[src/rtl/wb_arbiter_if.sv]
// Writeback bus bundle: three result sources in, one register-file write channel out.
// The master side drives results and flush; the slave side is the arbiter.
interface wb_arbiter_if #(
   parameter int TAG_WIDTH = 2
);
   logic                 flush;

   logic                 alu_valid;
   logic                 alu_ready;
   logic [4:0]           alu_addr;
   logic [TAG_WIDTH-1:0] alu_tag;
   logic [31:0]          alu_data;

   logic                 lsu_valid;
   logic                 lsu_ready;
   logic [4:0]           lsu_addr;
   logic [TAG_WIDTH-1:0] lsu_tag;
   logic [31:0]          lsu_data;

   logic                 mul_valid;
   logic                 mul_ready;
   logic [4:0]           mul_addr;
   logic [TAG_WIDTH-1:0] mul_tag;
   logic [31:0]          mul_data;

   logic                 wr_ch0_en;
   logic [4:0]           wr_ch0_addr;
   logic [TAG_WIDTH-1:0] wr_ch0_tag;
   logic [31:0]          wr_ch0_data;
   logic                 wb_busy;

   modport master (
      output flush,
      output alu_valid, alu_addr, alu_tag, alu_data,
      output lsu_valid, lsu_addr, lsu_tag, lsu_data,
      output mul_valid, mul_addr, mul_tag, mul_data,
      input  alu_ready, lsu_ready, mul_ready,
      input  wr_ch0_en, wr_ch0_addr, wr_ch0_tag, wr_ch0_data, wb_busy
   );

   modport slave (
      input  flush,
      input  alu_valid, alu_addr, alu_tag, alu_data,
      input  lsu_valid, lsu_addr, lsu_tag, lsu_data,
      input  mul_valid, mul_addr, mul_tag, mul_data,
      output alu_ready, lsu_ready, mul_ready,
      output wr_ch0_en, wr_ch0_addr, wr_ch0_tag, wr_ch0_data, wb_busy
   );
endinterface

[src/rtl/wb_arbiter.sv]
// Writeback arbiter: per-source FIFOs (ALU=0, LSU=1, MUL=2) round-robined onto one registered write.
// Define WB_BYPASS_EN to let an empty source's incoming result compete in the same cycle.
module wb_arbiter #(
   parameter int TAG_WIDTH  = 2,
   parameter int FIFO_DEPTH = 2
) (
   input logic         clk,
   input logic         reset,
   wb_arbiter_if.slave bus
);
   localparam int PW = $clog2(FIFO_DEPTH);
   localparam int EW = 5 + TAG_WIDTH + 32;
   localparam logic [PW:0] FULL_COUNT = (PW + 1)'(FIFO_DEPTH);

   logic          src_valid [3];
   logic [EW-1:0] src_ent   [3];
   logic [EW-1:0] cand_ent  [3];
   logic [2:0]    src_ready;
   logic [2:0]    not_empty;
   logic [2:0]    xfer;
   logic [2:0]    cand;

   logic          grant_valid;
   logic [1:0]    grant_idx;
   logic [EW-1:0] grant_ent;

   logic [1:0]           rr_ptr_reg;
   logic                 en_reg;
   logic [4:0]           addr_reg;
   logic [TAG_WIDTH-1:0] tag_reg;
   logic [31:0]          data_reg;

   assign src_valid[0] = bus.alu_valid;
   assign src_valid[1] = bus.lsu_valid;
   assign src_valid[2] = bus.mul_valid;
   assign src_ent[0]   = {bus.alu_addr, bus.alu_tag, bus.alu_data};
   assign src_ent[1]   = {bus.lsu_addr, bus.lsu_tag, bus.lsu_data};
   assign src_ent[2]   = {bus.mul_addr, bus.mul_tag, bus.mul_data};

   assign bus.alu_ready = src_ready[0];
   assign bus.lsu_ready = src_ready[1];
   assign bus.mul_ready = src_ready[2];

   genvar gi;
   generate
      for (gi = 0; gi < 3; gi++) begin : g_src
         logic [EW-1:0] mem_reg [FIFO_DEPTH];
         logic [PW-1:0] wr_ptr_reg;
         logic [PW-1:0] rd_ptr_reg;
         logic [PW:0]   count_reg;
         logic          push;
         logic          pop;
         logic          granted;

         assign src_ready[gi] = (count_reg != FULL_COUNT) && !bus.flush;
         assign not_empty[gi] = (count_reg != '0);
         // Writes to x0 complete the handshake but never reach the FIFO.
         assign xfer[gi]      = src_valid[gi] && src_ready[gi] && (src_ent[gi][EW-1 -: 5] != 5'd0);
`ifdef WB_BYPASS_EN
         assign cand[gi]      = not_empty[gi] || xfer[gi];
         assign cand_ent[gi]  = not_empty[gi] ? mem_reg[rd_ptr_reg] : src_ent[gi];
`else
         assign cand[gi]      = not_empty[gi];
         assign cand_ent[gi]  = mem_reg[rd_ptr_reg];
`endif
         assign granted = grant_valid && (grant_idx == 2'(gi));
         assign pop     = granted && not_empty[gi];
         // A bypass winner went straight to the output register, so it is not queued.
         assign push    = xfer[gi] && !(granted && !not_empty[gi]);

         always_ff @(posedge clk) begin
            if (push) begin
               mem_reg[wr_ptr_reg] <= src_ent[gi];
            end
         end

         always_ff @(posedge clk) begin
            if (reset || bus.flush) begin
               wr_ptr_reg <= '0;
               rd_ptr_reg <= '0;
               count_reg  <= '0;
            end else begin
               if (push) wr_ptr_reg <= wr_ptr_reg + PW'(1);
               if (pop)  rd_ptr_reg <= rd_ptr_reg + PW'(1);
               case ({push, pop})
                  2'b10:   count_reg <= count_reg + (PW + 1)'(1);
                  2'b01:   count_reg <= count_reg - (PW + 1)'(1);
                  default: count_reg <= count_reg;
               endcase
            end
         end
      end
   endgenerate

   function automatic logic [1:0] wrap3(input logic [1:0] base, input logic [1:0] step);
      logic [2:0] sum;
      sum = {1'b0, base} + {1'b0, step};
      return (sum >= 3'd3) ? 2'(sum - 3'd3) : sum[1:0];
   endfunction

   // Walk the search order backwards so the earliest candidate from rr_ptr wins.
   always_comb begin
      grant_valid = 1'b0;
      grant_idx   = 2'd0;
      for (int k = 2; k >= 0; k--) begin
         if (cand[wrap3(rr_ptr_reg, 2'(k))]) begin
            grant_valid = 1'b1;
            grant_idx   = wrap3(rr_ptr_reg, 2'(k));
         end
      end
   end

   assign grant_ent = cand_ent[grant_idx];

   always_ff @(posedge clk) begin
      if (reset) begin
         rr_ptr_reg <= 2'd0;
         en_reg     <= 1'b0;
         addr_reg   <= '0;
         tag_reg    <= '0;
         data_reg   <= '0;
      end else if (bus.flush) begin
         en_reg <= 1'b0;
      end else begin
         en_reg <= grant_valid;
         if (grant_valid) begin
            {addr_reg, tag_reg, data_reg} <= grant_ent;
            rr_ptr_reg <= (grant_idx == 2'd2) ? 2'd0 : grant_idx + 2'd1;
         end
      end
   end

   assign bus.wr_ch0_en   = en_reg;
   assign bus.wr_ch0_addr = addr_reg;
   assign bus.wr_ch0_tag  = tag_reg;
   assign bus.wr_ch0_data = data_reg;
   assign bus.wb_busy     = (|not_empty) || en_reg;
endmodule
[src/flat_wrapper.sv]
// flat-port wrapper written by rule: the top's interface ports become plain ports
module wb_arbiter_flat 
#(
   parameter int TAG_WIDTH  = 2,
   parameter int FIFO_DEPTH = 2
)
  (clk, reset, bus_flush, bus_alu_valid, bus_alu_addr, bus_alu_tag, bus_alu_data, bus_lsu_valid, bus_lsu_addr, bus_lsu_tag, bus_lsu_data, bus_mul_valid, bus_mul_addr, bus_mul_tag, bus_mul_data, bus_alu_ready, bus_lsu_ready, bus_mul_ready, bus_wr_ch0_en, bus_wr_ch0_addr, bus_wr_ch0_tag, bus_wr_ch0_data, bus_wb_busy);
  wb_arbiter_if #(.TAG_WIDTH(TAG_WIDTH)) bus_i ();
  input logic clk;
  input logic reset;
  input wire logic [$bits(bus_i.flush)-1:0] bus_flush;
  input wire logic [$bits(bus_i.alu_valid)-1:0] bus_alu_valid;
  input wire logic [$bits(bus_i.alu_addr)-1:0] bus_alu_addr;
  input wire logic [$bits(bus_i.alu_tag)-1:0] bus_alu_tag;
  input wire logic [$bits(bus_i.alu_data)-1:0] bus_alu_data;
  input wire logic [$bits(bus_i.lsu_valid)-1:0] bus_lsu_valid;
  input wire logic [$bits(bus_i.lsu_addr)-1:0] bus_lsu_addr;
  input wire logic [$bits(bus_i.lsu_tag)-1:0] bus_lsu_tag;
  input wire logic [$bits(bus_i.lsu_data)-1:0] bus_lsu_data;
  input wire logic [$bits(bus_i.mul_valid)-1:0] bus_mul_valid;
  input wire logic [$bits(bus_i.mul_addr)-1:0] bus_mul_addr;
  input wire logic [$bits(bus_i.mul_tag)-1:0] bus_mul_tag;
  input wire logic [$bits(bus_i.mul_data)-1:0] bus_mul_data;
  output wire logic [$bits(bus_i.alu_ready)-1:0] bus_alu_ready;
  output wire logic [$bits(bus_i.lsu_ready)-1:0] bus_lsu_ready;
  output wire logic [$bits(bus_i.mul_ready)-1:0] bus_mul_ready;
  output wire logic [$bits(bus_i.wr_ch0_en)-1:0] bus_wr_ch0_en;
  output wire logic [$bits(bus_i.wr_ch0_addr)-1:0] bus_wr_ch0_addr;
  output wire logic [$bits(bus_i.wr_ch0_tag)-1:0] bus_wr_ch0_tag;
  output wire logic [$bits(bus_i.wr_ch0_data)-1:0] bus_wr_ch0_data;
  output wire logic [$bits(bus_i.wb_busy)-1:0] bus_wb_busy;
  assign bus_i.flush = bus_flush;
  assign bus_i.alu_valid = bus_alu_valid;
  assign bus_i.alu_addr = bus_alu_addr;
  assign bus_i.alu_tag = bus_alu_tag;
  assign bus_i.alu_data = bus_alu_data;
  assign bus_i.lsu_valid = bus_lsu_valid;
  assign bus_i.lsu_addr = bus_lsu_addr;
  assign bus_i.lsu_tag = bus_lsu_tag;
  assign bus_i.lsu_data = bus_lsu_data;
  assign bus_i.mul_valid = bus_mul_valid;
  assign bus_i.mul_addr = bus_mul_addr;
  assign bus_i.mul_tag = bus_mul_tag;
  assign bus_i.mul_data = bus_mul_data;
  assign bus_alu_ready = bus_i.alu_ready;
  assign bus_lsu_ready = bus_i.lsu_ready;
  assign bus_mul_ready = bus_i.mul_ready;
  assign bus_wr_ch0_en = bus_i.wr_ch0_en;
  assign bus_wr_ch0_addr = bus_i.wr_ch0_addr;
  assign bus_wr_ch0_tag = bus_i.wr_ch0_tag;
  assign bus_wr_ch0_data = bus_i.wr_ch0_data;
  assign bus_wb_busy = bus_i.wb_busy;
  wb_arbiter #(.TAG_WIDTH(TAG_WIDTH), .FIFO_DEPTH(FIFO_DEPTH)) u_core (.clk(clk), .reset(reset), .bus(bus_i));
endmodule
[config.mk]
export PLATFORM = sky130hd
export DESIGN_NAME = wb_arbiter_flat
export DESIGN_NICKNAME = d
export VERILOG_FILES = /design/src/rtl/wb_arbiter_if.sv /design/src/rtl/wb_arbiter.sv /design/src/flat_wrapper.sv
export SDC_FILE = /design/constraint.sdc
export NUM_CORES = 1
export LEC_CHECK = 0
export ABC_AREA = 1
export ABC_CLOCK_PERIOD_IN_PS = 5400
export BUFFER_PORTS_ARGS = -buffer_cell sky130_fd_sc_hd__buf_2
export CAP_MARGIN = 40
export CORE_AREA = 2 2 157 159
export DETAILED_ROUTE_END_ITERATION = 16
export DIE_AREA = 0 0 159 161
export PLACE_DENSITY_LB_ADDON = 0.05
export SYNTH_ARGS = -nofsm -noshare
export SYNTH_HDL_FRONTEND = slang
export SYNTH_SLANG_ARGS = --single-unit
[constraint.sdc]
create_clock -name clk -period 5.4 [get_ports clk]
set_input_delay 0.54 -clock clk [delete_from_list [all_inputs] [get_ports clk]]
set_output_delay 0.54 -clock clk [all_outputs]
set_load 0.02 [all_outputs]
==> results of run 1 <==
## path summary, 6_finish.rpt
kind                                            from  cells past startpoint                             end
worst min-delay path                bus_alu_data[15]                      1  u_core.g_src[0].mem_reg[1][15]
worst min register to register  u_core.rr_ptr_reg[1]                      2            u_core.rr_ptr_reg[1]
worst max-delay path            u_core.rr_ptr_reg[1]                     15    u_core.g_src[1].count_reg[1]
worst max register to register  u_core.rr_ptr_reg[1]                     15    u_core.g_src[1].count_reg[1]
## Yosys cell counts
| master | count |
|---|---|
| nor2_4 | 1 |
| nand3b_1 | 1 |
| nand2_1 | 360 |
| buf_2 | 11 |
| or2_2 | 1 |
| a21oi_1 | 40 |
| buf_1 | 5 |
| buf_4 | 11 |
| ha_1 | 5 |
| mux2i_1 | 18 |
| nor3_1 | 7 |
| nand4_1 | 20 |
| a21oi_2 | 8 |
| nand2_4 | 3 |
| nor2_2 | 2 |
| or2_1 | 1 |
| dfxtp_1 | 57 |
| inv_1 | 49 |
| nand3_1 | 32 |
| edfxtp_1 | 234 |
| mux2_2 | 39 |
| o21ai_0 | 27 |
| clkbuf_1 | 19 |
| nand2_2 | 2 |
| buf_6 | 2 |
| nand3_2 | 2 |
| nor3b_1 | 6 |
| inv_2 | 5 |
| o21ai_1 | 9 |
| nor2_1 | 61 |
## area by class of cell
| cell class | instances | share of cell area (%) |
|---|---|---|
| well taps | 324 | 2.91 |
| flip-flops and latches | 291 | 58.6 |
| clock buffers | 42 | 6.14 |
| inverters | 54 | 1.45 |
| multi-input cells | 645 | 23.2 |
| clock inverters | 16 | 0.942 |
| repair buffers | 177 | 6.78 |
| diodes | 2 | 0.0359 |
## metal layers
| layer | vias up | GRT usage [%] | wire (um) |
|---|---|---|---|
| li1 | 3853 | - | - |
| met1 | 3553 | 25.6 | 10700 |
| met4 | 4 | 5.37 | 626 |
| met2 | 221 | 35.9 | 13000 |
| met3 | 45 | 4.52 | 1750 |
| met5 | - | 0 | 14 |
## metrics by stage
step	instance area, sq um	hold WS (ns)	cells	util [%]	worst slack [ns]
global route	13900	0.148	1550	58.2	1.80
floorplan	11800	0.455	1038	-	2.05
CTS	13900	0.143	1549	58.2	2.13
finish	14000	0.167	1551	58.2	2.05
global placement	12900	0.467	1489	53.9	2.29
detailed placement	13000	0.481	1491	54.1	2.15
## logic make-up (layout without fill, tap and decap cells)
group                      count (synthesis)  in the layout  share of synthesized area, %
AOI/OAI and AO/OA                         84             84                          3.81
adders and majority gates                  5              5                         0.530
buffers and inverters                    102            289                          3.84
DFF                                      291            291                          69.2
muxes                                     57             57                          5.24
other                                      0              2                             0
and+or+nand+nor                          499            499                          17.4
## power by group through the flow
stage	Clock [uW]	Sequential, uW	Combinational, uW
after floorplan	0	2900	2310
after global placement	0	2880	3040
after detailed placement	0	2840	3160
after CTS	2070	2800	3170
after global routing	2150	2820	3520
final	2030	2800	3100
==> results.sh, run 1 <==
export IMPL_status="finished, final reports clean"
export IMPL_die_area_sq_mm=0.0256
export IMPL_final_antenna_net_count=0
export IMPL_cts_tree="yes"
export IMPL_p_total_uw=7930
export IMPL_grt_pass1_wl_um=40200
export IMPL_insertion_delay_ns=0.56
export IMPL_die_width_um=159
export IMPL_drt_iter0_drc=608
export IMPL_crit_buf_inv=4
export IMPL_setup_viol_count_final=0
export IMPL_r2r_slack_ns=2.05
export IMPL_layout_common_cells="360 x nand2_1, 234 x edfxtp_1, 166 x buf_2"
export IMPL_switchingPower_uw=3110
export IMPL_fin_setup_tns_ns=0
export IMPL_tightest_slew_ns=0.822
export IMPL_cts_buffer_depth=3
export IMPL_rows=57
export IMPL_nets=1328
export IMPL_drive_gt1_share_pct=24.0
export IMPL_hp_class="in2reg"
export IMPL_multi_input_area_sq_mm=0.00323
export IMPL_cp_top_family="simple AND/OR/NAND/NOR gates"
export IMPL_p_seq_share_pct=35.3
export IMPL_core_sq_mm=0.0240
export IMPL_synth_fp_nets=1166
export IMPL_post_cts_buffers=0
export IMPL_cap_violations=0
export IMPL_worstPathCellList="inv_1 > ha_1 > inv_2 > nand2_1 > nand2_1 > nand2_1 > nand3_1 > nand2_4 > inv_2 > ha_1 > inv_1 > nand2_1 > nor2_1 > nand2_1 > nor3b_1"
export IMPL_path_class="reg2reg"
export IMPL_antenna_found_initial=4
export IMPL_ys_seq_area_share_pct=69.2
export IMPL_cpPeakStageDelay_ns=0.64
export IMPL_synth_top_area_cell="edfxtp_1"
export IMPL_cts_root_buffer="clkbuf_16"
export IMPL_grt_pass1_vias=7495
export IMPL_synth_seq_cells=291
export IMPL_power_density_mw_per_mm2=568
export IMPL_via_count=7676
export IMPL_numCtsBuffers=31
export IMPL_p_int_uw=4820
export IMPL_area_delta_synth_final_pct=18.1
export IMPL_avgRoutedWirePerCell_um=16.9
export IMPL_mostFrequentLayoutCell="nand2_1"
export IMPL_yosysTopAreaCellShare_pct=59.5
export IMPL_drt_total_wl_um=26200
export IMPL_cpMostUsedCell="nand2_1"
export IMPL_grt_start_max_net_pins=41
export IMPL_largest_register_ffs=234
export IMPL_synth_distinct_cells=30
export IMPL_swShare_pct=39.2
export IMPL_routed_via_density=4.95
export IMPL_clkPwrFrac_pct=25.6
export IMPL_ios=167
export IMPL_netlist_instances=1038
export IMPL_synth_area_top_cells="edfxtp_1 60%, nand2_1 11%, dfxtp_1 9.7%, mux2_2 3.7%, nor2_1 1.9%"
export IMPL_firstDrtPassIters=5
export IMPL_htreeDepth=1
export IMPL_cts_resized=0
export IMPL_clk_pin_slew_ns=0.06
export IMPL_clkSinkCount=291
export IMPL_die_h_um=161
export IMPL_cp_required_ns=5.81
export IMPL_io_buffers=166
export IMPL_crit_fanout=33
export IMPL_end_kind="flip-flop"
export IMPL_final_hold_viol_count=0
export IMPL_nFillCells=2066
export IMPL_relSlewSlack_pct=45.0
export IMPL_start_kind="flip-flop"
export IMPL_cts_hold_buf=0
export IMPL_arrival_ns=3.76
export IMPL_ir_drop_mv=0.407
export IMPL_hpwl_um=17500
export IMPL_period_share_pct=62.0
export IMPL_crit_slowest_cell="nand2_4"
export IMPL_track_usage_pct=20.4
export IMPL_period_needed_ns=3.35
export IMPL_worst_clock_skew_ns=0.0223
export IMPL_seq_area_sq_mm=0.00817
export IMPL_rsz0062_at_grt="false"
export IMPL_drc=0
export IMPL_start_util_pct=49.3
export IMPL_combPwrFrac_pct=39.1
export IMPL_place_congestion=0.795
export IMPL_globalRouteOverflowTotal=0
export IMPL_fmax_ghz=0.299
export IMPL_avgSynthCellArea_sq_um=11.4
export IMPL_yosysWarnings=0
export IMPL_power_leakage_uw=0.00560
export IMPL_drv_slew=0
export IMPL_synthesis_area_sq_mm=0.0118
Note: power is estimated with default switching activity, not from simulation.
==> run 2: changes to the inputs <==
--- a/config.mk
+++ b/config.mk
@@ -5,13 +5,13 @@
 export SDC_FILE = /design/constraint.sdc
 export NUM_CORES = 1
 export LEC_CHECK = 0
-export ABC_AREA = 1
-export ABC_CLOCK_PERIOD_IN_PS = 5400
+export ABC_AREA = 0
+export ABC_CLOCK_PERIOD_IN_PS = 3200
 export BUFFER_PORTS_ARGS = -buffer_cell sky130_fd_sc_hd__buf_2
 export CAP_MARGIN = 40
-export CORE_AREA = 2 2 157 159
+export CORE_AREA = 2 2 153 155
 export DETAILED_ROUTE_END_ITERATION = 16
-export DIE_AREA = 0 0 159 161
+export DIE_AREA = 0 0 155 157
 export PLACE_DENSITY_LB_ADDON = 0.05
 export SYNTH_ARGS = -nofsm -noshare
 export SYNTH_HDL_FRONTEND = slang
==> constraint.sdc (replaced) <==
create_clock -name clk -period 3.2 [get_ports clk]
set_input_delay 0.32 -clock clk [delete_from_list [all_inputs] [get_ports clk]]
set_output_delay 0.32 -clock clk [all_outputs]
set_load 0.02 [all_outputs]
==> run 2 against run 1 <==
Against the previous run: synthesized cell count fell by 34%; clock skew fell by 0.0082 ns; flip-flop and latch count did not move; total power rose by 14%; global-route usage rose by 1.1 points; synthesized area fell by 5.0%; first-iteration DRC count fell by 1.8%; non-clock buffer count rose by 124; critical path depth fell by 8; setup slack got worse by 1.4 ns; worst hold slack got worse by 0.14 ns; largest cell class unchanged.
==> results.sh, run 2 <==
export IMPL_grt_start_max_net_pins=36
export IMPL_worstHoldPathCells=1
export IMPL_end_kind="flip-flop"
export IMPL_ys_seq_area_share_pct=72.8
export IMPL_cap_violations=0
export IMPL_rows=55
export IMPL_synth_adder_area_share_pct=0.658
export IMPL_fmax_ghz=0.387
export IMPL_clkSinkCount=291
export IMPL_combPwrFrac_pct=11.2
export IMPL_place_congestion=0.795
export IMPL_timing_rr_end="u_core.bus.wr_ch0_data[14]"
export IMPL_synth_fp_nets=814
export IMPL_status="finished, final reports clean"
export IMPL_firstDrtPassIters=4
export IMPL_worst_clock_skew_ns=0.0141
export IMPL_post_cts_buffers=0
export IMPL_hold_start="bus_lsu_addr[4]"
export IMPL_layout_common_cells="234 x edfxtp_1, 166 x buf_2, 116 x dlygate4sd3_1"
export IMPL_crit_start="u_core.rr_ptr_reg[0]"
export IMPL_yosysTopAreaCellShare_pct=62.6
export IMPL_mostFrequentLayoutCell="edfxtp_1"
export IMPL_clkPwrFrac_pct=40.6
export IMPL_die_width_um=155
export IMPL_path_class="reg2reg"
export IMPL_final_antenna_net_count=0
export IMPL_yosys_area_share_simple_pct=2.83
export IMPL_die_area_sq_mm=0.0243
export IMPL_largest_register_ffs=234
export IMPL_area_delta_synth_final_pct=30.8
export IMPL_synth_top_area_cell="edfxtp_1"
export IMPL_synth_mux_area_share_pct=11.1
export IMPL_relSlewSlack_pct=42.0
export IMPL_avgSynthCellArea_sq_um=16.4
export IMPL_p_int_uw=6970
export IMPL_synthesis_area_sq_mm=0.0112
export IMPL_setup_viol_count_final=0
export IMPL_via_count=6979
export IMPL_drt_total_wl_um=26200
export IMPL_yosysMostFrequentCell="edfxtp_1"
export IMPL_finish_utilization_pct=65.2
export IMPL_synth_seq_cells=291
export IMPL_synth_edf_count=234
export IMPL_cts_buffer_depth=3
export IMPL_cts_hold_buf=116
export IMPL_crit_fanout=19
export IMPL_worstPathCellList="inv_1 > ha_1 > or2_1 > nor2_1 > a2111o_1 > a222oi_1 > a211oi_1"
export IMPL_nets=1104
export IMPL_final_hold_viol_count=0
export IMPL_synth_compound_area_share_pct=8.83
export IMPL_grt_pass1_wl_um=39900
export IMPL_globalRouteOverflowTotal=0
export IMPL_drv_slew=0
export IMPL_cpPeakStageDelay_ns=0.70
export IMPL_finish_instance_area_sq_mm=0.0147
export IMPL_cp_required_ns=3.65
export IMPL_swShare_pct=22.7
export IMPL_drc=0
export IMPL_ios=167
export IMPL_arrival_ns=3.03
export IMPL_switchingPower_uw=2040
export IMPL_synth_top_family_by_area="multiplexers"
export IMPL_synthTopCellsByCount="234 x edfxtp_1, 60 x mux2i_1, 57 x dfxtp_1, 57 x mux2_2, 41 x nor2_1"
export IMPL_p_seq_share_pct=48.2
export IMPL_routed_via_density=5.43
export IMPL_hpwl_um=16700
export IMPL_fin_ws_ns=0.613
export IMPL_start_kind="flip-flop"
export IMPL_power_leakage_uw=0.00536
export IMPL_io_buffers=166
export IMPL_antenna_found_initial=0
export IMPL_synth_xor_area_share_pct=0.937
export IMPL_period_share_pct=80.8
export IMPL_cts_resized=0
export IMPL_drive_gt1_share_pct=31.7
export IMPL_cts_tree="yes"
export IMPL_r2r_start="u_core.rr_ptr_reg[0]"
export IMPL_yosysWarnings=0
export IMPL_ir_drop_mv=0.539
export IMPL_hp_class="in2reg"
export IMPL_htreeDepth=1
export IMPL_async_flop_share_pct=0
export IMPL_die_h_um=157
export IMPL_cp_top_family="compound AO/OA/AOI/OAI gates"
export IMPL_holdPathEnd="u_core.g_src[1].mem_reg[0][38]"
export IMPL_dp_slack_ns=0.668
export IMPL_power_density_mw_per_mm2=614
export IMPL_start_util_pct=49.9
export IMPL_placed_area_sq_mm=0.0124
export IMPL_r2r_slack_ns=0.61
export IMPL_grt_pass1_vias=7244
export IMPL_crit_buf_inv=1
export IMPL_period_needed_ns=2.59
export IMPL_rsz0062_at_grt="false"
export IMPL_p_total_uw=9020
export IMPL_ff2ff_path_depth=7
export IMPL_crit_slowest_cell="a2111o_1"
export IMPL_diodes=0
export IMPL_synth_ff_type="edfxtp_1"
export IMPL_nFillCells=1612
export IMPL_numCtsBuffers=30
export IMPL_synth_area_top_cells="edfxtp_1 63%, dfxtp_1 10%, mux2_2 5.7%, mux2i_1 5.4%, a222oi_1 1.7%"
export IMPL_avgRoutedWirePerCell_um=20.4
export IMPL_tightest_slew_ns=0.870
export IMPL_cts_root_buffer="clkbuf_16"
export IMPL_insertion_delay_ns=0.55
export IMPL_core_sq_mm=0.0225
export IMPL_fin_worst_hold_slack_ns=0.0281
export IMPL_drt_iter0_drc=597
export IMPL_clk_pin_slew_ns=0.06
export IMPL_track_usage_pct=21.5
export IMPL_synth_distinct_cells=47
export IMPL_netlist_instances=686
-- run 2: layer usage --
| metal | global-route usage (%) | share of wire [%] |
|---|---|---|
| met1 | 28.6 | 43 |
| met2 | 37.5 | 50 |
| met3 | 2.89 | 5.3 |
| met4 | 5.38 | 1.7 |
| met5 | 0 | 0 |
-- run 2: cells by family after synthesis --
group / Yosys count
flops: 291
compound gates: 125
mux: 117
buf+inv: 73
simple gates: 62
xor+xnor: 12
fa+ha+maj: 6
-- run 2: power by group through the flow --
stage / Sequential [uW] / Combinational [uW] / Clock [uW]
after floorplan: 4470 / 500 / 0
after global placement: 4420 / 875 / 0
after detailed placement: 4430 / 904 / 0
after CTS: 4350 / 1020 / 3720
after global routing: 4360 / 1090 / 3880
final: 4350 / 1010 / 3660
-- run 2: how the worst max path moves through the flow --
stage,end,slack [ns],depth (start not counted)
final,u_core.bus.wr_ch0_data[14],0.61,7
after detailed placement,u_core.bus.wr_ch0_data[16],0.67,7
after floorplan,u_core.g_src[2].mem_reg[0][0],-0.12,5
after CTS,u_core.bus.wr_ch0_data[14],0.65,7
after global placement,u_core.g_src[0].mem_reg[0][9],0.65,4
after global routing,u_core.bus.wr_ch0_data[9],0.46,7
-- run 2: layout make-up --
cell class / instances / area, sq um / share of cell area [%]
clock inverter: 9 / 95.1 / 0.648
inverter: 30 / 113 / 0.767
clock buffer: 47 / 987 / 6.73
multi-input combinational: 322 / 2800 / 19.1
tap: 285 / 357 / 2.43
timing repair buffer: 301 / 2160 / 14.7
sequential: 291 / 8170 / 55.7
-- run 2: through the flow --
stage                     instances  setup TNS (ns)
after global routing           1285               0
final                          1285               0
after CTS                      1285               0
after detailed placement       1113               0
after global placement         1111               0
after floorplan                 686          -27.03
==> run 3: changes to the inputs <==
--- a/config.mk
+++ b/config.mk
@@ -6,7 +6,7 @@
 export NUM_CORES = 1
 export LEC_CHECK = 0
 export ABC_AREA = 0
-export ABC_CLOCK_PERIOD_IN_PS = 3200
+export ABC_CLOCK_PERIOD_IN_PS = 2100
 export BUFFER_PORTS_ARGS = -buffer_cell sky130_fd_sc_hd__buf_2
 export CAP_MARGIN = 40
 export CORE_AREA = 2 2 153 155
==> constraint.sdc (replaced) <==
create_clock -name clk -period 2.1 [get_ports clk]
set_input_delay 0.21 -clock clk [delete_from_list [all_inputs] [get_ports clk]]
set_output_delay 0.21 -clock clk [all_outputs]
set_load 0.02 [all_outputs]
==> run 3 against run 2 <==
Against the previous run: the flow now finishes with violations (negative setup slack); sequential power up 52%; global-route usage is 0.89 points higher; first-iteration DRC count down 13%; utilization increased by 2.7 points; via count rose by 2.6%; critical path type unchanged; critical endpoint is now u_core.g_src[1].count_reg[1]; largest power group unchanged.
==> results.sh, run 3 (synthesized netlist as in run 2, its figures left out) <==
export IMPL_fin_worst_hold_slack_ns=0.167
export IMPL_status="complete, but fails checks"
export IMPL_track_usage_pct=22.4
export IMPL_htreeDepth=1
export IMPL_avgRoutedWirePerCell_um=20.9
export IMPL_via_count=7158
export IMPL_grt_pass1_wl_um=41500
export IMPL_tightest_slew_ns=0.580
export IMPL_fmax_ghz=0.465
export IMPL_rows=55
export IMPL_ios=167
export IMPL_end_kind="flip-flop"
export IMPL_die_width_um=155
export IMPL_io_buffers=166
export IMPL_dp_slack_ns=-0.112
export IMPL_core_sq_mm=0.0225
export IMPL_path_class="reg2reg"
export IMPL_drv_slew=0
export IMPL_hp_class="in2reg"
export IMPL_fin_ws_ns=-0.0498
export IMPL_cp_required_ns=2.58
export IMPL_area_delta_synth_final_pct=36.1
export IMPL_place_congestion=0.876
export IMPL_firstDrtPassIters=5
export IMPL_setup_viol_count_final=2
export IMPL_clkSinkCount=291
export IMPL_worst_clock_skew_ns=0.00934
export IMPL_multi_input_area_sq_mm=0.00294
export IMPL_mostFrequentLayoutCell="edfxtp_1"
export IMPL_drt_iter0_drc=522
export IMPL_ir_drop_mv=0.688
export IMPL_cts_root_buffer="clkbuf_16"
export IMPL_fin_setup_tns_ns=-0.0969
export IMPL_die_h_um=157
export IMPL_globalRouteOverflowTotal=0
export IMPL_cts_tree="yes"
export IMPL_relSlewSlack_pct=61.3
export IMPL_diodes=0
export IMPL_drc=0
export IMPL_power_density_mw_per_mm2=898
export IMPL_finalNonFillerCells=1321
export IMPL_grt_start_max_net_pins=43
export IMPL_largest_register_ffs=234
export IMPL_power_leakage_uw=0.00558
export IMPL_start_kind="flip-flop"
export IMPL_period_share_pct=102
export IMPL_routed_via_density=5.42
export IMPL_antenna_found_initial=1
export IMPL_period_needed_ns=2.15
export IMPL_final_antenna_net_count=0
export IMPL_rsz0062_at_grt="true"
export IMPL_violations="negative setup slack"
export IMPL_nFillCells=1580
export IMPL_start_util_pct=49.9
export IMPL_cts_buffer_depth=3
export IMPL_hpwl_um=17000
export IMPL_insertion_delay_ns=0.55
export IMPL_numCtsBuffers=30
export IMPL_drt_total_wl_um=27600
export IMPL_nets=1140
export IMPL_layout_common_cells="234 x edfxtp_1, 166 x buf_2, 117 x dlygate4sd3_1"
export IMPL_crit_fanout=6
export IMPL_die_area_sq_mm=0.0243
export IMPL_final_hold_viol_count=0
export IMPL_cap_violations=0
export IMPL_dp_cells=1142
export IMPL_seq_area_sq_mm=0.00818
export IMPL_clk_pin_slew_ns=0.06
export IMPL_grt_pass1_vias=7562
export IMPL_arrival_ns=2.63
export IMPL_drive_gt1_share_pct=35.7
-- run 3: final cells by class --
type | instances | area share, %
timing repair buffer | 337 | 17.6
multi-input combinational | 322 | 19.3
inverter | 30 | 0.770
sequential | 291 | 53.5
clock inverter | 9 | 0.622
clock buffer | 47 | 5.93
tap | 285 | 2.33
-- run 3: stage by stage --
stage,cell area (sq um),utilization [%],total power (uW)
3_5_place_dp,12900,57.5,8280
5_1_grt,15300,67.9,14200
6_report,15300,67.9,13700
4_1_cts,15200,67.3,13700
3_3_place_gp,12900,57.5,8230
2_1_floorplan,11400,-,7630
-- run 3: worst paths after layout --
| kind | slack, ns | startpoint | end | depth (start not counted) |
|---|---|---|---|---|
| hold / removal | 0.17 | reset | u_core.g_src[1].count_reg[1] | 3 |
| setup / recovery | -0.05 | u_core.rr_ptr_reg[0] | u_core.g_src[1].count_reg[1] | 8 |
| setup reg to reg | -0.05 | u_core.rr_ptr_reg[0] | u_core.g_src[1].count_reg[1] | 8 |
| hold reg to reg | 0.50 | u_core.bus.wr_ch0_tag[0] | u_core.bus.wr_ch0_tag[0] | 2 |
-- run 3: routing by layer --
metal / track usage, % / wire length, um / part of all wire [%] / vias to the layer above
li1: - / - / - / 3342
met1: 27.7 / 11300 / 41 / 3552
met2: 40.8 / 14300 / 52 / 215
met3: 3.74 / 1440 / 5.2 / 47
met4: 5.91 / 611 / 2.2 / 2
met5: 0 / 13 / 0.047 / -
-- run 3: worst max-delay path: stages (launching register included) --
cell     delay, ns
dfxtp_4       0.36
inv_4         0.06
ha_4          0.15
or3b_1        0.34
a22o_1        0.29
nor2_4        0.15
ha_4          0.22
or3_4         0.36
a21oi_2       0.15
-- run 3: timing repair --
action	4_1_cts	5_1_grt
resized for setup	7	16
setup endpoints to repair	45	45
endpoints found under the hold margin	234	0
gates cloned	0	1
pin swaps	5	26
hold buffers	117	0
setup buffers	0	5
-- run 3: power breakdown --
group          internal, uW  switching [uW]  leakage, uW  total (uW)
Clock                  3190            2100     0.000499        5290
Sequential             6490             114      0.00261        6610
Combinational           858             956      0.00247        1810
Total                 10500            3170      0.00558       13700
